<file path="src/rtl/tally_counter_nbit.sv">
// Button-driven up/down tally counter: thermometer LED output plus binary count.
// Buttons are synchronised, then sampled once per internal tick so bounce is filtered.
module tally_counter_nbit #(
  parameter int N        = 15,
  parameter int W        = 4,
  parameter int TICK_DIV = 25,
  parameter int WRAP     = 1
) (
  input  logic         CLK,
  input  logic         RST_N,
  input  logic         BTN_UP,
  input  logic         BTN_DN,
  input  logic         AUTO,
  input  logic         CLR,
  output logic [N-1:0] LED,
  output logic [W-1:0] COUNT,
  output logic         FULL,
  output logic         EMPTY,
  output logic         STEP
);

  localparam logic [W-1:0] CMAX = W'(N);

  logic [TICK_DIV-1:0] tick_q;
  logic [1:0]          up_sync_q, dn_sync_q;
  logic                up_q, dn_q;
  logic [W-1:0]        count_q, count_d;
  logic                step_q, step_d;
  logic                tick, up_s, dn_s, up_ev, dn_ev;

  assign tick = &tick_q;
  assign up_s = up_sync_q[1];
  assign dn_s = dn_sync_q[1];

  // AUTO turns every held tick into an event; otherwise only a new press counts.
  assign up_ev = tick & up_s & (AUTO | ~up_q);
  assign dn_ev = tick & dn_s & (AUTO | ~dn_q);

  always_comb begin
    count_d = count_q;
    if (up_ev && !dn_ev) begin
      if (count_q == CMAX) count_d = (WRAP != 0) ? '0 : CMAX;
      else                 count_d = count_q + W'(1);
    end else if (dn_ev && !up_ev) begin
      if (count_q == '0)   count_d = (WRAP != 0) ? CMAX : '0;
      else                 count_d = count_q - W'(1);
    end
    step_d = tick & (count_d != count_q);
    if (CLR) begin
      count_d = '0;
      step_d  = 1'b0;
    end
  end

  always_ff @(posedge CLK or negedge RST_N) begin
    if (!RST_N) begin
      tick_q    <= '0;
      up_sync_q <= '0;
      dn_sync_q <= '0;
      up_q      <= 1'b0;
      dn_q      <= 1'b0;
      count_q   <= '0;
      step_q    <= 1'b0;
    end else begin
      tick_q    <= tick_q + TICK_DIV'(1);
      up_sync_q <= {up_sync_q[0], BTN_UP};
      dn_sync_q <= {dn_sync_q[0], BTN_DN};
      if (tick) begin
        up_q <= up_s;
        dn_q <= dn_s;
      end
      count_q <= count_d;
      step_q  <= step_d;
    end
  end

  always_comb begin
    for (int i = 0; i < N; i++) LED[i] = (int'(count_q) > i);
  end

  assign COUNT = count_q;
  assign FULL  = (count_q == CMAX);
  assign EMPTY = (count_q == '0);
  assign STEP  = step_q;

endmodule
</file>
<file path="config.mk">
export PLATFORM = sky130hd
export DESIGN_NAME = tally_counter_nbit
export DESIGN_NICKNAME = d
export VERILOG_FILES = /design/src/rtl/tally_counter_nbit.sv
export SDC_FILE = /design/constraint.sdc
export NUM_CORES = 1
export LEC_CHECK = 0
export BUFFER_PORTS_ARGS = -buffer_cell sky130_fd_sc_hd__buf_2
export CAP_MARGIN = 30
export CORE_AREA = 2 2 65 67
export DETAILED_ROUTE_END_ITERATION = 8
export DIE_AREA = 0 0 67 69
export HOLD_SLACK_MARGIN = 0.15
export PLACE_DENSITY_LB_ADDON = 0.12
export SLEW_MARGIN = 40
export SYNTH_ARGS = -nofsm -noshare
export SYNTH_HDL_FRONTEND = slang
export SYNTH_SLANG_ARGS = --single-unit
export TNS_END_PERCENT = 30
</file>
<file path="constraint.sdc">
create_clock -name CLK -period 2.22 [get_ports CLK]
set_clock_uncertainty 0.1 [all_clocks]
set_input_delay 0.111 -clock CLK [delete_from_list [all_inputs] [get_ports CLK]]
set_output_delay 0.111 -clock CLK [all_outputs]
set_load 0.01 [all_outputs]
</file>
==> results of run 1 <==
==> worst max path at each step <==
stage,start,to,depth (start not counted)
after floorplan,tick_q[0],COUNT[2],6
after global placement,tick_q[1],COUNT[2],5
after detailed placement,tick_q[1],COUNT[2],5
after CTS,tick_q[1],COUNT[1],5
after global routing,tick_q[1],COUNT[1],5
final,tick_q[1],COUNT[1],5
==> power by group through the flow <==
| stage | logic, mW | registers, mW | clock network [mW] |
|---|---|---|---|
| floorplan | 0.0134 | 0.674 | 0 |
| global placement | 0.0309 | 0.676 | 0 |
| detailed placement | 0.0326 | 0.676 | 0 |
| CTS | 0.0384 | 0.663 | 0.485 |
| global route | 0.0432 | 0.664 | 0.516 |
| finish | 0.0384 | 0.663 | 0.474 |
==> through the flow <==
step | area (sq um) | hold WS (ps) | utilization | setup WS, ps | setup TNS [ps]
floorplan | 1900 | -285 | - | -2.49 | -2.49
global placement | 2160 | 119 | 0.551 | 44.7 | 0
finish | 2300 | 210 | 0.588 | 62.0 | 0
global route | 2300 | 255 | 0.588 | 18.4 | 0
detailed placement | 2160 | 125 | 0.551 | -21.1 | -21.1
CTS | 2300 | 254 | 0.588 | 58.1 | 0
==> worst register-to-register path, delay by kind of cell, from the launching register on <==
family / cells / cell delay (ps)
and+or+nand+nor: 3 / 1030
AOI/OAI and AO/OA: 1 / 370
adders and majority gates: 1 / 170
DFF: 1 / 390
==> registers in the layout, summed over array words and instances (netlist names) <==
register   cells
STEP           1
tick_q        25
up_sync_q      2
up_q           1
dn_sync_q      2
dn_q           1
COUNT          4
==> metal layers <==
metal,part of all wire,GRT usage,vias up
met2,0.52,0.329,29
met5,0,0,-
met4,0.0060,0.0590,0
met1,0.44,0.241,748
met3,0.037,0.0440,2
li1,-,-,750
==> cell families (layout without fill, tap and decap cells) <==
family	after synthesis	count (layout)	share of synthesized area
AND/OR/NAND/NOR	68	68	0.199
flip-flops	36	36	0.481
AO/OA/AOI/OAI	30	30	0.120
XOR/XNOR	23	23	0.108
buffers and inverters	20	64	0.0408
adder cells (fa/ha/maj)	5	5	0.0334
multiplexers	3	3	0.0180
==> final cells by class <==
class | instances | area, sq um | area share
clock buffers | 6 | 82.6 | 0.0359
clock inverters | 2 | 10.0 | 0.00435
inverters | 13 | 48.8 | 0.0212
multi-input cells | 129 | 930 | 0.404
flip-flops and latches | 36 | 901 | 0.391
well taps | 50 | 62.6 | 0.0272
repair buffers | 43 | 268 | 0.116
==> repair_timing <==
item | 4_1_cts | 5_1_grt
hold buffers | 4 | 0
endpoints found under the hold margin | 42 | 0
resized for setup | 2 | 0
endpoints found under the setup margin | 1 | 0
==> cell usage after synthesis <==
library cell	n	area [sq um]
a221oi_1	1	8.76
and3b_1	1	8.76
clkbuf_1	6	22.5
nand4_4	1	21.3
nand3_1	11	55.1
o31ai_1	1	7.51
dfrtp_1	36	901
o2111ai_1	5	43.8
a21oi_1	3	15.0
o211ai_1	2	15.0
xnor2_1	17	149
or3_4	1	11.3
xor2_1	6	52.6
nor2b_1	3	18.8
o32ai_1	1	8.76
clkbuf_2	1	5.00
and3_1	3	18.8
nand4_1	7	43.8
a311o_1	1	10.0
o21ai_0	7	35.0
a2111o_1	1	11.3
nor2_1	14	52.6
nand2_1	11	41.3
and4_1	2	17.5
a32o_1	1	10.0
ha_1	5	62.6
mux2_2	3	33.8
or4_1	1	7.51
or3b_2	1	8.76
nor3_1	7	35.0
nor4_1	2	12.5
nor3b_1	1	7.51
a211o_1	1	8.76
nand2b_1	2	12.5
a211oi_1	2	15.0
inv_1	13	48.8
a2111oi_0	3	26.3
a31o_2	1	8.76
==> impl_metrics.tcl, run 1 <==
set metrics [dict create \
    netlist_instances 185 \
    p_sw_frac 0.217 \
    finalCriticalPeriod_ps 2160 \
    crit_family "simple AND/OR/NAND/NOR gates" \
    io_buffers 27 \
    worstPathArrival_ps 2230 \
    dp_hpwl_um 2930 \
    critical_path_buf_inv_count 0 \
    root_buffer "clkbuf_8" \
    clk_pin_slew_ps 70 \
    drtPass1Iterations 4 \
    cp.required_ps 2290 \
    antenna_found_initial 0 \
    grt-ovfl-total 0 \
    layout_commonest_cell "dfrtp_1" \
    rows 23 \
    cpMaxStageDelayCell "or4_4" \
    layout_common_cells "dfrtp_1 (36), buf_2 (26), xnor2_1 (17)" \
    hold_viol 0 \
    avgSynthCellArea_sq_um 10.1 \
    cp_max_fo 5 \
    cts.sinks 36 \
    wl_um 3980 \
    cts_buffers 5 \
    diodes 0 \
    drive_gt1_frac 0.253 \
    crit_path_cell_trace "ha_4, nand3_4, or4_4, or3_4, a311o_1" \
    cts_max_level 2 \
    r2r-start "tick_q[1]" \
    outcome "finished, final reports clean" \
    clockBufferDepth 2 \
    cp-start-kind "flop" \
    max_cap_viol_count 0 \
    ys_ff_latch 36 \
    synth_cell_types 38 \
    dieWidth_um 67 \
    leakage_nw 1.09 \
    drtIter0Drc 45 \
    cts_tree "done" \
    wl_per_cell_um 14.3 \
    grt_max_degree 37 \
    p_sw_uw 255 \
    drc_errors 0 \
    yosysSeqAreaShare 0.481 \
    fillCellCount 372 \
    vias 1529 \
    postCtsSetupBuffers 0 \
    critical_path_class "flop to flop" \
    area_delta_synth_final_pct 23.0 \
    ir_worst_vdd_mv 0.370 \
    tightest_slew_ps 449 \
    rsz0062_at_grt "no" \
    ys_warn_count 0 \
    grt_pass1_vias 1518 \
    layout.cells.non_filler 279 \
    viasPerCell 5.48 \
    dp_cells 267 \
    synth.cell_area_sq_mm 0.00187 \
    regToRegEndpoint "COUNT[1]" \
    drv_slew 0 \
    worst_r2r_path_depth 5 \
    r2r_slack_ps 60 \
    grt_pass1_wl_um 6950 \
    gp_congestion 0.742 \
    clock_latency_ps 280 \
    total_power_mw 1.18 \
    setup_violations 0 \
    power_density_mw_per_mm2 511 \
    crit_path_end_kind "flop" \
    comb_power_share 0.033 \
    pin_count 28 \
    max_stage_delay_ps 580 \
    period_share 0.972 \
    die_area_sq_mm 0.00462 \
    slew-limit-headroom 0.701 \
    core_region_area_sq_mm 0.00391 \
    power_frac_seq 0.564 \
    grt_use_total 0.194 \
    start_util 0.478 \
    hold_path_class "input pin to asynchronous set/reset pin" \
    nets 239 \
    drt.antenna.violating_nets 0 \
    timing.fmax_ghz 0.463 \
    clkPwrFrac 0.403 \
    synth_nets 196 \
    internal_power_uw 920 \
    die_h_um 69 \
]
No activity file was read; power rests on OpenSTA's default activity.
==> inputs of run 2 (changes only) <==
ABC_AREA = 1   (was default)
==> impl_metrics.tcl, run 2 <==
set metrics [dict create \
    antenna_found_initial 0 \
    max_stage_delay_ps 490 \
    synth_top_cell_by_area "dfrtp_1" \
    hold_viol 0 \
    nets 255 \
    synth_top_area_share 0.470 \
    vias 1460 \
    drtIter0Drc 82 \
    wl_met2_um 1690 \
    postCtsSetupBuffers 0 \
    design_area_sq_mm 0.00223 \
    gp_congestion 0.802 \
    synth_area_leaders "dfrtp_1 (47%), nand2_1 (7.0%), xor2_1 (6.9%), inv_1 (4.3%), nand3_1 (3.9%)" \
    cp-start-kind "flop" \
    root_buffer "clkbuf_8" \
    r2r_slack_ps 230 \
    drive_gt1_frac 0.221 \
    timing.fmax_ghz 0.495 \
    drt.antenna.violating_nets 0 \
    cts_buffers 5 \
    wl_um 3680 \
    grt_pass1_vias 1437 \
    diodes 0 \
    cts_hold_buf 4 \
    cts_tree "done" \
    area_delta_synth_final_pct 16.4 \
    ir_worst_vdd_mv 0.469 \
    slew-limit-headroom 0.696 \
    clockBufferDepth 2 \
    total_power_mw 1.16 \
    crit_path_cell_trace "inv_1, ha_1, or2_2, o21ai_0, buf_2" \
    finalSetupTns_ps 0 \
    regToRegEndpoint "COUNT[2]" \
    r2r-start "tick_q[0]" \
    outcome "finished, final reports clean" \
    worstPathArrival_ps 1810 \
    placed_cell_area_sq_mm 0.00211 \
    ys_warn_count 0 \
    routed.top_layer "met4" \
    grt_use_total 0.182 \
    layout.cells.non_filler 294 \
    tightest_slew_ps 456 \
    fin_util 0.570 \
    fillCellCount 385 \
    leakage_nw 1.12 \
    yosysSeqAreaShare 0.470 \
    synthTopCellsByCount "dfrtp_1 (36), nand2_1 (36), inv_1 (22)" \
    grt_pass1_wl_um 6420 \
    avgSynthCellArea_sq_um 9.26 \
    layout_common_cells "dfrtp_1 (36), nand2_1 (36), buf_2 (26)" \
    period_share 0.910 \
    rsz0062_at_grt "no" \
    grt_max_degree 37 \
    dp_hpwl_um 2740 \
    die_area_sq_mm 0.00462 \
    cp.required_ps 2010 \
    io_buffers 27 \
    drtPass1Iterations 6 \
    setup_violations 0 \
    synth.cell_area_sq_mm 0.00192 \
    start_util 0.490 \
    crit_family "flip-flops" \
    wl_per_cell_um 12.5 \
    drc_errors 0 \
    drv_slew 0 \
    synthFlopType "dfrtp_1" \
    synth_edf_count 0 \
    finalCriticalPeriod_ps 2020 \
    netlist_instances 207 \
    critical_path_buf_inv_count 2 \
    clock_latency_ps 280 \
    synth_nets 218 \
    hold_path_class "input pin to asynchronous set/reset pin" \
    dp_cells 283 \
    rows 23 \
    max_cap_viol_count 0 \
    largest_register "tick_q" \
    crit_path_end_kind "output port" \
    worst_r2r_path_depth 12 \
    dieWidth_um 67 \
    viasPerCell 4.97 \
    async_flop_share 1.00 \
    largest_register_ffs 25 \
    cts.sinks 36 \
    critical_path_class "flop to output port" \
    cts_max_level 2 \
    startpoint "COUNT[0]" \
    cpMaxStageDelayCell "dfrtp_1" \
    ys_ff_latch 36 \
    synth_cell_types 31 \
    wl_met3_um 108 \
    die_h_um 69 \
    power_density_mw_per_mm2 520 \
    grt-ovfl-total 0 \
    clk_pin_slew_ps 70 \
    cp_max_fo 8 \
    core_region_area_sq_mm 0.00391 \
    drt-met1-wl_um 1850 \
    cts_resized 0 \
    pin_count 28 \
    cp.depth 5 \
]
-- run 2: cell count changes after synthesis, sizes merged, moves of 2 or more --
cell	change
nor2	+13
nor2b	-3
xnor2	-11
and3	-2
o2111ai	-5
inv	+9
xor2	+9
nand3	+7
a2111oi	-3
clkbuf	-6
mux2	-3
nand2	+30
nand2b	-2
and4	-2
-- run 2: through the flow --
stage               setup WS [ps]  hold slack [ps]
finish                        200              217
global route                 46.4              260
CTS                           193              237
detailed placement            260              121
global placement              319              120
floorplan                     445             -285
-- run 2: cell type report --
| type | count | area [sq um] | area share |
|---|---|---|---|
| timing repair buffer | 31 | 178 | 0.0796 |
| clock inverter | 1 | 5.00 | 0.00224 |
| tap | 50 | 62.6 | 0.0280 |
| multi-input combinational | 148 | 930 | 0.417 |
| inverter | 22 | 82.6 | 0.0370 |
| sequential | 36 | 901 | 0.404 |
| clock buffer | 6 | 72.6 | 0.0325 |
-- run 2: cells by family after synthesis --
group / count (synthesis) / share of synthesized area
AO/OA/AOI/OAI: 16 / 0.0483
XOR/XNOR: 21 / 0.0960
adder cells (fa/ha/maj): 5 / 0.0326
buffers and inverters: 23 / 0.0450
flip-flops: 36 / 0.470
AND/OR/NAND/NOR: 106 / 0.308
-- run 2: power breakdown --
part	internal, mW	switching, mW
logic	0.0254	0.0411
registers	0.662	0.00683
clock network	0.213	0.212
total	0.900	0.260
-- run 2: how the worst max path moves through the flow --
stage | end | slack (ps)
floorplan | COUNT[2] | 450
global placement | COUNT[2] | 320
detailed placement | COUNT[2] | 260
CTS | LED[5] | 190
global route | COUNT[2] | 50
finish | LED[5] | 200
-- run 2: layer usage --
metal	vias to the layer above	track usage
li1	746	-
met1	693	0.265
met2	17	0.261
met3	4	0.0440
met4	0	0.0680
met5	-	0
